[config.mk]
export PLATFORM = sky130hd
export DESIGN_NAME = multicycle_control_unit
export DESIGN_NICKNAME = d
export VERILOG_FILES = /design/src/rtl/multicycle_control_unit.sv
export SDC_FILE = /design/constraint.sdc
export NUM_CORES = 1
export LEC_CHECK = 0
export BUFFER_PORTS_ARGS = -buffer_cell sky130_fd_sc_hd__buf_4
export CAP_MARGIN = 20
export CORE_MARGIN = 3
export CORE_UTILIZATION = 47
export DETAILED_ROUTE_END_ITERATION = 7
export GPL_TIMING_DRIVEN = 0
export PLACE_DENSITY = 0.81
export SLEW_MARGIN = 10
export SYNTH_ARGS = -nofsm -noshare
export SYNTH_HDL_FRONTEND = slang
export SYNTH_SLANG_ARGS = --single-unit
[constraint.sdc]
create_clock -name clk -period 1.58 [get_ports clk]
set_input_delay 0.316 -clock clk [delete_from_list [all_inputs] [get_ports clk]]
set_output_delay 0.316 -clock clk [all_outputs]
set_load 0.02 [all_outputs]
[src/rtl/multicycle_control_unit.sv]
// Multicycle RV32I control FSM: sequences fetch, decode, memory, ALU and
// branch steps; counts retired instructions and flags illegal opcodes.
module multicycle_control_unit #(
    parameter int COUNT_WIDTH = 32
) (
    input  logic                   clk,
    input  logic                   reset,
    input  logic [6:0]             Opcode_i,
    input  logic [2:0]             Funct3_i,
    input  logic                   Zero_i,
    output logic                   PC_Write_o,
    output logic                   IR_Write_o,
    output logic                   Adr_Src_o,
    output logic                   Mem_Write_o,
    output logic                   Reg_Write_o,
    output logic [1:0]             ALU_Src_A_o,
    output logic [1:0]             ALU_Src_B_o,
    output logic [1:0]             ALU_Op_o,
    output logic [1:0]             Result_Src_o,
    output logic [3:0]             State_o,
    output logic                   Illegal_o,
    output logic [COUNT_WIDTH-1:0] Instr_Count_o
);

    typedef enum logic [3:0] {
        S_FETCH     = 4'd0,
        S_DECODE    = 4'd1,
        S_MEM_ADDR  = 4'd2,
        S_MEM_READ  = 4'd3,
        S_MEM_WB    = 4'd4,
        S_MEM_WRITE = 4'd5,
        S_EXEC_R    = 4'd6,
        S_EXEC_I    = 4'd7,
        S_ALU_WB    = 4'd8,
        S_BRANCH    = 4'd9,
        S_JAL       = 4'd10
    } state_e;

    localparam logic [6:0] OP_LOAD   = 7'b0000011;
    localparam logic [6:0] OP_STORE  = 7'b0100011;
    localparam logic [6:0] OP_R      = 7'b0110011;
    localparam logic [6:0] OP_I      = 7'b0010011;
    localparam logic [6:0] OP_BRANCH = 7'b1100011;
    localparam logic [6:0] OP_JAL    = 7'b1101111;

    state_e                 state_q, state_d;
    logic [COUNT_WIDTH-1:0] count_q, count_d;
    logic                   illegal_q, illegal_d;
    logic                   taken;

    always_comb begin
        taken = 1'b0;
        case (Funct3_i)
            3'b000:  taken = Zero_i;
            3'b001:  taken = ~Zero_i;
            default: taken = 1'b0;
        endcase
    end

    always_comb begin
        state_d   = S_FETCH;
        count_d   = count_q;
        illegal_d = illegal_q;
        case (state_q)
            S_FETCH:    state_d = S_DECODE;
            S_DECODE: begin
                case (Opcode_i)
                    OP_LOAD, OP_STORE: state_d = S_MEM_ADDR;
                    OP_R:              state_d = S_EXEC_R;
                    OP_I:              state_d = S_EXEC_I;
                    OP_BRANCH:         state_d = S_BRANCH;
                    OP_JAL:            state_d = S_JAL;
                    default: begin
                        state_d   = S_FETCH;
                        illegal_d = 1'b1;
                    end
                endcase
            end
            S_MEM_ADDR:
                state_d = (Opcode_i == OP_LOAD) ? S_MEM_READ : S_MEM_WRITE;
            S_MEM_READ: state_d = S_MEM_WB;
            S_EXEC_R, S_EXEC_I, S_JAL:
                state_d = S_ALU_WB;
            // Final step of every legal instruction retires it
            S_MEM_WB, S_MEM_WRITE, S_ALU_WB, S_BRANCH: begin
                state_d = S_FETCH;
                count_d = count_q + COUNT_WIDTH'(1);
            end
            default:    state_d = S_FETCH;
        endcase
    end

    always_ff @(posedge clk or negedge reset) begin
        if (!reset) begin
            state_q   <= S_FETCH;
            count_q   <= '0;
            illegal_q <= 1'b0;
        end else begin
            state_q   <= state_d;
            count_q   <= count_d;
            illegal_q <= illegal_d;
        end
    end

    always_comb begin
        PC_Write_o   = 1'b0;
        IR_Write_o   = 1'b0;
        Adr_Src_o    = 1'b0;
        Mem_Write_o  = 1'b0;
        Reg_Write_o  = 1'b0;
        ALU_Src_A_o  = 2'b00;
        ALU_Src_B_o  = 2'b00;
        ALU_Op_o     = 2'b00;
        Result_Src_o = 2'b00;
        case (state_q)
            S_FETCH: begin
                IR_Write_o   = 1'b1;
                PC_Write_o   = 1'b1;
                ALU_Src_B_o  = 2'b10;
                Result_Src_o = 2'b10;
            end
            S_DECODE: begin
                ALU_Src_A_o = 2'b01;
                ALU_Src_B_o = 2'b01;
            end
            S_MEM_ADDR: begin
                ALU_Src_A_o = 2'b10;
                ALU_Src_B_o = 2'b01;
            end
            S_MEM_READ: Adr_Src_o = 1'b1;
            S_MEM_WB: begin
                Reg_Write_o  = 1'b1;
                Result_Src_o = 2'b01;
            end
            S_MEM_WRITE: begin
                Adr_Src_o   = 1'b1;
                Mem_Write_o = 1'b1;
            end
            S_EXEC_R: begin
                ALU_Src_A_o = 2'b10;
                ALU_Op_o    = 2'b10;
            end
            S_EXEC_I: begin
                ALU_Src_A_o = 2'b10;
                ALU_Src_B_o = 2'b01;
                ALU_Op_o    = 2'b10;
            end
            S_ALU_WB:   Reg_Write_o = 1'b1;
            S_BRANCH: begin
                ALU_Src_A_o = 2'b10;
                ALU_Op_o    = 2'b01;
                PC_Write_o  = taken;
            end
            S_JAL: begin
                ALU_Src_A_o = 2'b01;
                ALU_Src_B_o = 2'b10;
                PC_Write_o  = 1'b1;
            end
            default: ;
        endcase
    end

    assign State_o       = state_q;
    assign Illegal_o     = illegal_q;
    assign Instr_Count_o = count_q;

endmodule

==> impl_metrics.ini, run 1 <==
[timing]
final.min_clock_period_ps = 1854
setup_slack_ps = -274.5
hold_viol = 0
whs_ps = 314.2
rsz0062_at_grt = yes
drv_slew = 0
skew_ps = 5.109
worst_pin_slew_ps = 570.1
timing.final.crit_share_pct = 117.4
finalSetupViolations = 34
fmax_mhz = 539.2
relSlewSlack_pct = 61.64

[placement]
gp_congestion = 0.8415
port-buffer-count = 62
dp_hpwl_mm = 3.571
dp_slack_ps = -164.0

[floorplan]
core_region_area_um2 = 4202
start_util_pct = 50.92
die_w_um = 73.47
die_area_um2 = 5398
rows = 23
io_pins = 63
dieHeight_um = 73.47

[setup_path]
crit_chain = inv_2 > or3_4 > a21oi_4 > buf_6
crit_family = flip-flops
cpPeakStageDelay_ps = 420
critPathLaunchType = flip-flop
crit_buf_inv = 2
endpoint_kind = output port
cp_max_fo = 7
crit_type = flip-flop to output port
required_ps = 1260
cp.arrival_ps = 1540
cpMaxStageDelayCell = dfrtp_2
r2r_cells = 7
path_depth = 4

[hold_path]
hold_path.class = input pin to flip-flop
holdPathStages = 3

[synthesis]
ys_types = 40
syn_nets = 219
synth_xor_area_share_pct = 16.26
async_reset_ff_share_pct = 100.0
synthSimpleGateAreaFrac_pct = 30.76
synth_mux_area_share_pct = 0.5263
ys.flop_type = dfrtp_1
ys_ff_latch = 37
syn_area_um2 = 2140
syn_area_per_cell_um2 = 10.44
synthAdderAreaFrac_pct = 0.5848
synth_compound_area_share_pct = 4.503
synth-seq-area-share_pct = 43.27
ys_warn_count = 0
synthCells = 205
synth_edf_count = 0
synth_top_family_by_area = simple AND/OR/NAND/NOR gates

[clock_tree]
cts.sinks = 37
cts_tree = built
cts_max_level = 2
cts_buffer_depth = 2
insertion_delay_ps = 290
clockRootBuffer = clkbuf_8
numCtsBuffers = 5
clk_pin_slew_ps = 70

[power]
ir_worst_vdd_mv = 0.8058
pwr_density_cell_nw_per_um2 = 891.0
p_leak_uw = 0.001706

[global_routing]
grt_pass1_vias = 1946
grt_usage_pct = 21.91
overflow = 0
grt_max_degree = 38
grt_pass1_wl_mm = 9.114
antenna_found_initial = 0

[routing]
final_antenna_net_count = 0
first_pass_iters = 4
wl_per_cell_um = 17.97
initialDrtViolationCount = 98
via_per_inst = 5.687
dr_total_vias = 2053
drc = 0
wl_mm = 6.488

[cells_and_area]
mostFrequentLayoutCells = buf_4 (81), dfrtp_1 (25), xor2_1 (20)
antenna_cells = 0
layout_commonest_cell = buf_4
drive_gt1_share_pct = 55.31
final_nets = 324
area_growth_pct = 60.35

[outcome]
outcome = finished with violations
violations = setup timing

[run]
cap_violations = 0
cells by family after synthesis:
logic type / Yosys count
muxes: 1
xor gates and xnor gates: 38
DFF: 37
and+or+nand+nor: 99
adders and majority gates: 1
buffers and inverters: 14
AOI/OAI and AO/OA: 15
final timing paths:
| kind | from | end | slack (ps) |
|---|---|---|---|
| worst min register to register | Instr_Count_o[31] | Instr_Count_o[31] | 460 |
| worst max-delay path | State_o[1] | ALU_Src_A_o[0] | -270 |
| worst max register to register | State_o[3] | Instr_Count_o[18] | -200 |
| worst min-delay path | Opcode_i[4] | State_o[2] | 310 |
| min in group asynchronous | reset | Instr_Count_o[15] | 530 |
| max in group asynchronous | reset | Instr_Count_o[2] | 700 |
per-stage QoR:
stage	setup TNS, ps	cells	utilization (%)	power [uW]	area, um2
2_1_floorplan	-181.0	205	-	1604	2193
3_3_place_gp	-1152	317	64.77	1934	2721
3_5_place_dp	-1608	317	64.77	1950	2721
4_1_cts	-2222	344	73.67	2882	3095
5_1_grt	-6886	361	81.66	3174	3431
6_report	-4587	361	81.66	3057	3431
routing by layer:
metal	global-route usage, %	share of wire (%)	wire (um)	up-vias
met5	0	0	0	-
met4	7.646	2.8	180	0
met3	6.977	6.1	395	20
met2	37.30	51	3289	79
met1	25.87	40	2622	1010
li1	-	-	-	944
final cells by class:
cell class	count	area (um2)
inverter	5	36.28
timing repair buffer	98	814.5
fill	238	770.7
clock buffer	8	90.09
sequential	37	940.9
buffer	9	128.9
multi-input combinational	154	1358
tap	50	62.56
state kept, by name (all words and copies together) (netlist names):
| name | flops |
|---|---|
| State_o | 4 |
| Instr_Count_o | 32 |
| Illegal_o | 1 |
cells in the mapped netlist, types with 2 or more instances:
library cell | n | area share, %
and3_1 | 5 | 1.5
a21oi_1 | 6 | 1.4
nand3_1 | 10 | 2.3
and2_1 | 4 | 1.2
nor4_2 | 7 | 4.1
buf_4 | 3 | 1.1
clkbuf_1 | 2 | 0.35
xnor2_1 | 15 | 6.1
nor2_1 | 6 | 1.1
nand2_1 | 20 | 3.5
and4_1 | 5 | 2.0
a21o_1 | 2 | 0.70
nor4_1 | 7 | 2.0
nand2b_1 | 4 | 1.2
nor3_1 | 10 | 2.3
o21ai_0 | 2 | 0.47
buf_6 | 3 | 1.6
dfrtp_1 | 37 | 43
nand4_1 | 12 | 3.5
xor2_1 | 21 | 8.6
inv_1 | 5 | 0.88
worst register-to-register path: stages (launching register included):
cell and delay, ps:
dfrtp_2 430, buf_12 150, buf_8 120, xor2_4 200
nand3_4 140, buf_6 180, nor4_2 280, xor2_1 180
what timing repair did:
item                                   in CTS  in global routing
buffers inserted                           18                 17
setup endpoints to repair                  38                 37
hold buffers                                1                  0
endpoints found under the hold margin      20                  0
gates resized for setup                    36                 44
gates cloned                                0                  0
pin swaps                                   3                 13
power by group:
group	internal (uW)	switching, uW
Combinational	650	609
Clock	356	341
Sequential	1010	92.8
Total	2010	1040
Note: power is estimated with default switching activity, not from simulation.
==> run 2, diff against run 1 <==
--- a/config.mk
+++ b/config.mk
@@ -11,7 +11,7 @@
 export CORE_UTILIZATION = 47
 export DETAILED_ROUTE_END_ITERATION = 7
 export GPL_TIMING_DRIVEN = 0
-export PLACE_DENSITY = 0.81
+export PLACE_DENSITY = 0.78
 export SLEW_MARGIN = 10
 export SYNTH_ARGS = -nofsm -noshare
 export SYNTH_HDL_FRONTEND = slang
==> impl_metrics.ini, run 2 (synthesis results as in run 1) <==
[timing]
whs_ps = 341.6
finalSetupViolations = 28
final.min_clock_period_ps = 1849
worst_pin_slew_ps = 758.4
setup_slack_ps = -269.3
hold_viol = 0
skew_ps = 5.213
rsz0062_at_grt = yes
timing.final.crit_share_pct = 117.0
drv_slew = 0
relSlewSlack_pct = 48.98
fmax_mhz = 540.7
fin_tns_setup_ps = -3243

[cells_and_area]
nFillCells = 215
utilization_pct = 84.31
stdcell_count = 370
final_nets = 333
antenna_cells = 0
layout_commonest_cell = buf_4
largest_reg_flops = 32
area_growth_pct = 65.56
drive_gt1_share_pct = 57.81
mostFrequentLayoutCells = buf_4 (86), dfrtp_1 (25), xor2_1 (21), buf_6 (21), nand2_1 (18)

[setup_path]
endpoint_kind = output port
required_ps = 1260
cp_max_fo = 7
r2r_slack_ps = -130
critPathLaunchType = flip-flop
cp.arrival_ps = 1530
r2r-start = State_o[3]
r2r_end = Instr_Count_o[28]
crit_type = flip-flop to output port
r2r_cells = 6

[clock_tree]
numCtsBuffers = 5
cts_tree = built
cts_max_level = 2
insertion_delay_ps = 290
cts.sinks = 37
clk_pin_slew_ps = 70
clockRootBuffer = clkbuf_8
cts_buffer_depth = 2

[power]
ir_worst_vdd_mv = 0.9484
p_leak_uw = 0.001830
pwr_density_cell_nw_per_um2 = 865.0

[global_routing]
grt_max_degree = 38
grt_pass1_vias = 1849
overflow = 0
grt_pass1_wl_mm = 8.983
antenna_found_initial = 0
grt_usage_pct = 21.68

[routing]
drc = 0
initialDrtViolationCount = 151
wl_per_cell_um = 18.80
via_per_inst = 5.824
first_pass_iters = 4
dr_total_vias = 2155
wl_mm = 6.957
final_antenna_net_count = 0

[floorplan]
start_util_pct = 50.92
core_region_area_um2 = 4202
io_pins = 63
die_w_um = 73.47
die_area_um2 = 5398
dieHeight_um = 73.47
rows = 23

[placement]
dp_slack_ps = -175.5
port-buffer-count = 62
dp.cells = 317
gp_congestion = 0.8226
dp_hpwl_mm = 3.430

[hold_path]
min_from = Opcode_i[0]
holdPathStages = 3
hold_end = State_o[1]
hold_path.class = input pin to flip-flop

[outcome]
outcome = finished with violations
violations = setup timing

[run]
cap_violations = 0
-- run 2: layer usage --
| metal | track usage (%) | part of all wire, % | vias up |
|---|---|---|---|
| met5 | 0 | 0 | - |
| met4 | 8.652 | 3.5 | 0 |
| met3 | 4.925 | 7.4 | 25 |
| met2 | 37.40 | 52 | 111 |
| met1 | 25.93 | 37 | 1059 |
| li1 | - | - | 960 |
-- run 2: per-stage QoR --
step | area, um2 | power [uW]
2_1_floorplan | 2193 | 1604
3_3_place_gp | 2721 | 1934
3_5_place_dp | 2721 | 1944
4_1_cts | 3122 | 2837
5_1_grt | 3542 | 3186
6_report | 3542 | 3064
-- run 2: cell type report --
type                    instances  area, um2  area share, %
repair buffers                107      912.1          25.75
plain buffers                   9      123.9          3.497
multi-input cells             154       1379          38.93
inverters                       5      33.78         0.9537
flip-flops and latches         37      940.9          26.56
clock buffers                   8      90.09          2.543
well taps                      50      62.56          1.766
-- run 2: critical path, stage by stage, from the launching register on --
cell,delay (ps)
dfrtp_2,440
inv_4,90
or3_4,410
a21oi_4,160
buf_6,130
-- run 2: what timing repair did --
item | CTS | global route
hold buffers | 1 | 0
buffers inserted | 18 | 25
endpoints found under the setup margin | 36 | 39
gates cloned | 0 | 1
pin swaps | 8 | 14
endpoints found under the hold margin | 37 | 0
gates resized for setup | 40 | 43
-- run 2: power by group --
group          internal, uW  leakage [uW]  switching, uW
logic                   648       0.00130            627
registers              1010      0.000488           86.3
clock network           356     0.0000455            339
total                  2010       0.00183           1050
-- run 2: worst max-delay path by stage --
| stage | end | cells past startpoint | startpoint |
|---|---|---|---|
| after floorplan | Result_Src_o[1] | 5 | State_o[2] |
| after global placement | Instr_Count_o[1] | 4 | State_o[2] |
| after detailed placement | Instr_Count_o[1] | 4 | State_o[2] |
| after CTS | ALU_Src_A_o[0] | 4 | State_o[1] |
| after global routing | ALU_Src_A_o[0] | 4 | State_o[1] |
| final | ALU_Src_A_o[0] | 4 | State_o[1] |
==> run 3, diff against run 2 <==
--- a/config.mk
+++ b/config.mk
@@ -5,13 +5,14 @@
 export SDC_FILE = /design/constraint.sdc
 export NUM_CORES = 1
 export LEC_CHECK = 0
+export ABC_AREA = 1
 export BUFFER_PORTS_ARGS = -buffer_cell sky130_fd_sc_hd__buf_4
 export CAP_MARGIN = 20
 export CORE_MARGIN = 3
 export CORE_UTILIZATION = 47
 export DETAILED_ROUTE_END_ITERATION = 7
 export GPL_TIMING_DRIVEN = 0
-export PLACE_DENSITY = 0.78
+export PLACE_DENSITY = 0.77
 export SLEW_MARGIN = 10
 export SYNTH_ARGS = -nofsm -noshare
 export SYNTH_HDL_FRONTEND = slang
==> impl_metrics.ini, run 3 <==
[timing]
hold_viol = 0
skew_ps = 3.705
finalSetupViolations = 18
rsz0062_at_grt = yes
final.min_clock_period_ps = 1784
setup_slack_ps = -203.7
worst_pin_slew_ps = 463.0
timing.final.crit_share_pct = 112.9
relSlewSlack_pct = 69.13
fmax_mhz = 560.6
drv_slew = 0
fin_tns_setup_ps = -1506

[global_routing]
grt_pass1_vias = 2180
grt_pass1_wl_mm = 9.556
overflow = 0
grt_usage_pct = 21.79
grt_max_degree = 38
antenna_found_initial = 0

[floorplan]
die_w_um = 75.09
die_area_um2 = 5639
dieHeight_um = 75.09
core_region_area_um2 = 4474
rows = 24
start_util_pct = 50.14
io_pins = 63

[clock_tree]
clockRootBuffer = clkbuf_8
cts_max_level = 2
cts.sinks = 37
clk_pin_slew_ps = 70
insertion_delay_ps = 290
numCtsBuffers = 5
cts_buffer_depth = 2
cts_tree = built

[setup_path]
crit_type = flip-flop to output port
endpoint_kind = output port
r2r_end = Instr_Count_o[19]
critPathLaunchType = flip-flop
cp_max_fo = 3
cp.arrival_ps = 1470
r2r_cells = 11
r2r-start = State_o[2]
required_ps = 1260
r2r_slack_ps = -110
cp-startpoint = State_o[2]

[power]
swShare_pct = 32.24
combPwrFrac_pct = 33.3
p_int_uw = 1976
power.share.clock_pct = 29.2
pwr_density_cell_nw_per_um2 = 913.7
switching_power_uw = 940.3
ir_worst_vdd_mv = 0.9847
p_leak_uw = 0.001642
seq_power_share_pct = 37.5

[cells_and_area]
largest_reg_flops = 32
nFillCells = 342
antenna_cells = 0
mostFrequentLayoutCells = nand2_1 (78), buf_4 (76), dfrtp_1 (33)
layout_commonest_cell = nand2_1
area_growth_pct = 42.28
drive_gt1_share_pct = 36.27
stdcell_count = 438
final_nets = 399
utilization_pct = 71.34
fin_area_um2 = 3192

[synthesis]
ys_warn_count = 0
async_reset_ff_share_pct = 100.0
synth_common_cells = nand2_1 (83), nor2_1 (42), dfrtp_1 (37)
synth_area_leaders = dfrtp_1 (41%), nand2_1 (14%), nor2_1 (7.0%)
ys.flop_type = dfrtp_1
syn_nets = 308
synth-seq-area-share_pct = 41.27
synth_edf_count = 0
syn_area_um2 = 2243
yosys.area.top_type_share_pct = 41.27
syn_area_per_cell_um2 = 7.631
ys_types = 31
synthCells = 294
ys_ff_latch = 37
yosysTopAreaCell = dfrtp_1
synth.most_common_cell = nand2_1

[outcome]
outcome = finished with violations
violations = setup timing

[hold_path]
hold_path.class = input pin to flip-flop
holdPathStages = 3
hold_end = State_o[2]
min_from = Opcode_i[4]

[placement]
placed_cell_area_um2 = 2783
dp_slack_ps = -108.2
dp_hpwl_mm = 4.245
port-buffer-count = 62
dp.cells = 408
gp_congestion = 0.9106

[routing]
wl_per_cell_um = 14.62
via_per_inst = 5.377
initialDrtViolationCount = 217
dr_total_vias = 2355
drc = 0
final_antenna_net_count = 0
wl_mm = 6.402
first_pass_iters = 6

[run]
cap_violations = 0
run 3: changes by cell type after synthesis, sizes merged, moves of 6 or more:
cell and delta:
nand2 +71, nor2 +42, inv +31, nor4 -15
nand3 +14, xor2 -12, buf -6, nand4 -6
run 3: layer usage:
| layer | up-vias | GRT usage, % | wire, um |
|---|---|---|---|
| met2 | 122 | 39.75 | 3318 |
| met1 | 1108 | 25.62 | 2428 |
| met3 | 23 | 3.605 | 464 |
| met4 | 0 | 7.510 | 190 |
| met5 | - | 0 | 0 |
| li1 | 1102 | - | - |
run 3: area by class of cell:
type	instances	area (um2)	area share, %
well taps	52	65.06	2.038
flip-flops and latches	37	930.9	29.17
clock inverters	1	30.03	0.9408
plain buffers	1	7.507	0.2352
clock buffers	7	86.33	2.705
multi-input cells	220	1274	39.91
repair buffers	84	663.1	20.78
inverters	36	135.1	4.234
run 3: stage by stage:
step | hold WS, ps | total power (uW)
detailed placement | 308.5 | 1823
global route | 363.6 | 3026
CTS | 335.9 | 2800
finish | 354.1 | 2916
global placement | 302.1 | 1812
floorplan | 20.41 | 1505
run 3: what timing repair did:
item                                   CTS  global route
pin swaps                                5             8
setup endpoints to repair               12            27
setup buffers                           12            10
hold buffers                             1             0
gates cloned                             0             0
endpoints found under the hold margin   11             0
resized for setup                       13            29
run 3: cell families after synthesis:
logic type | Yosys count | share of synthesized area (%)
and+or+nand+nor | 188 | 40.94
buffers and inverters | 37 | 6.358
DFF | 37 | 41.27
xor gates and xnor gates | 21 | 8.198
AOI/OAI and AO/OA | 10 | 2.677
adders and majority gates | 1 | 0.5576
run 3: worst max-delay path: stages (launching register included):
cell,delay [ps]
dfrtp_1,440
inv_2,70
nand2_2,110
nor2_2,60
inv_2,90
o21ai_2,70
a31o_2,220
buf_6,130
run 3: worst max-delay path by stage:
stage / endpoint
finish: PC_Write_o
global route: PC_Write_o
global placement: ALU_Src_B_o[0]
detailed placement: ALU_Src_B_o[0]
CTS: ALU_Src_B_o[0]
floorplan: Result_Src_o[1]
run 3: power by group through the flow:
stage	clock (uW)	combinational (uW)	sequential [uW]
3_3_place_gp	0	707	1110
2_1_floorplan	0	346	1160
3_5_place_dp	0	714	1110
5_1_grt	888	1040	1100
4_1_cts	867	840	1090
6_report	851	971	1090
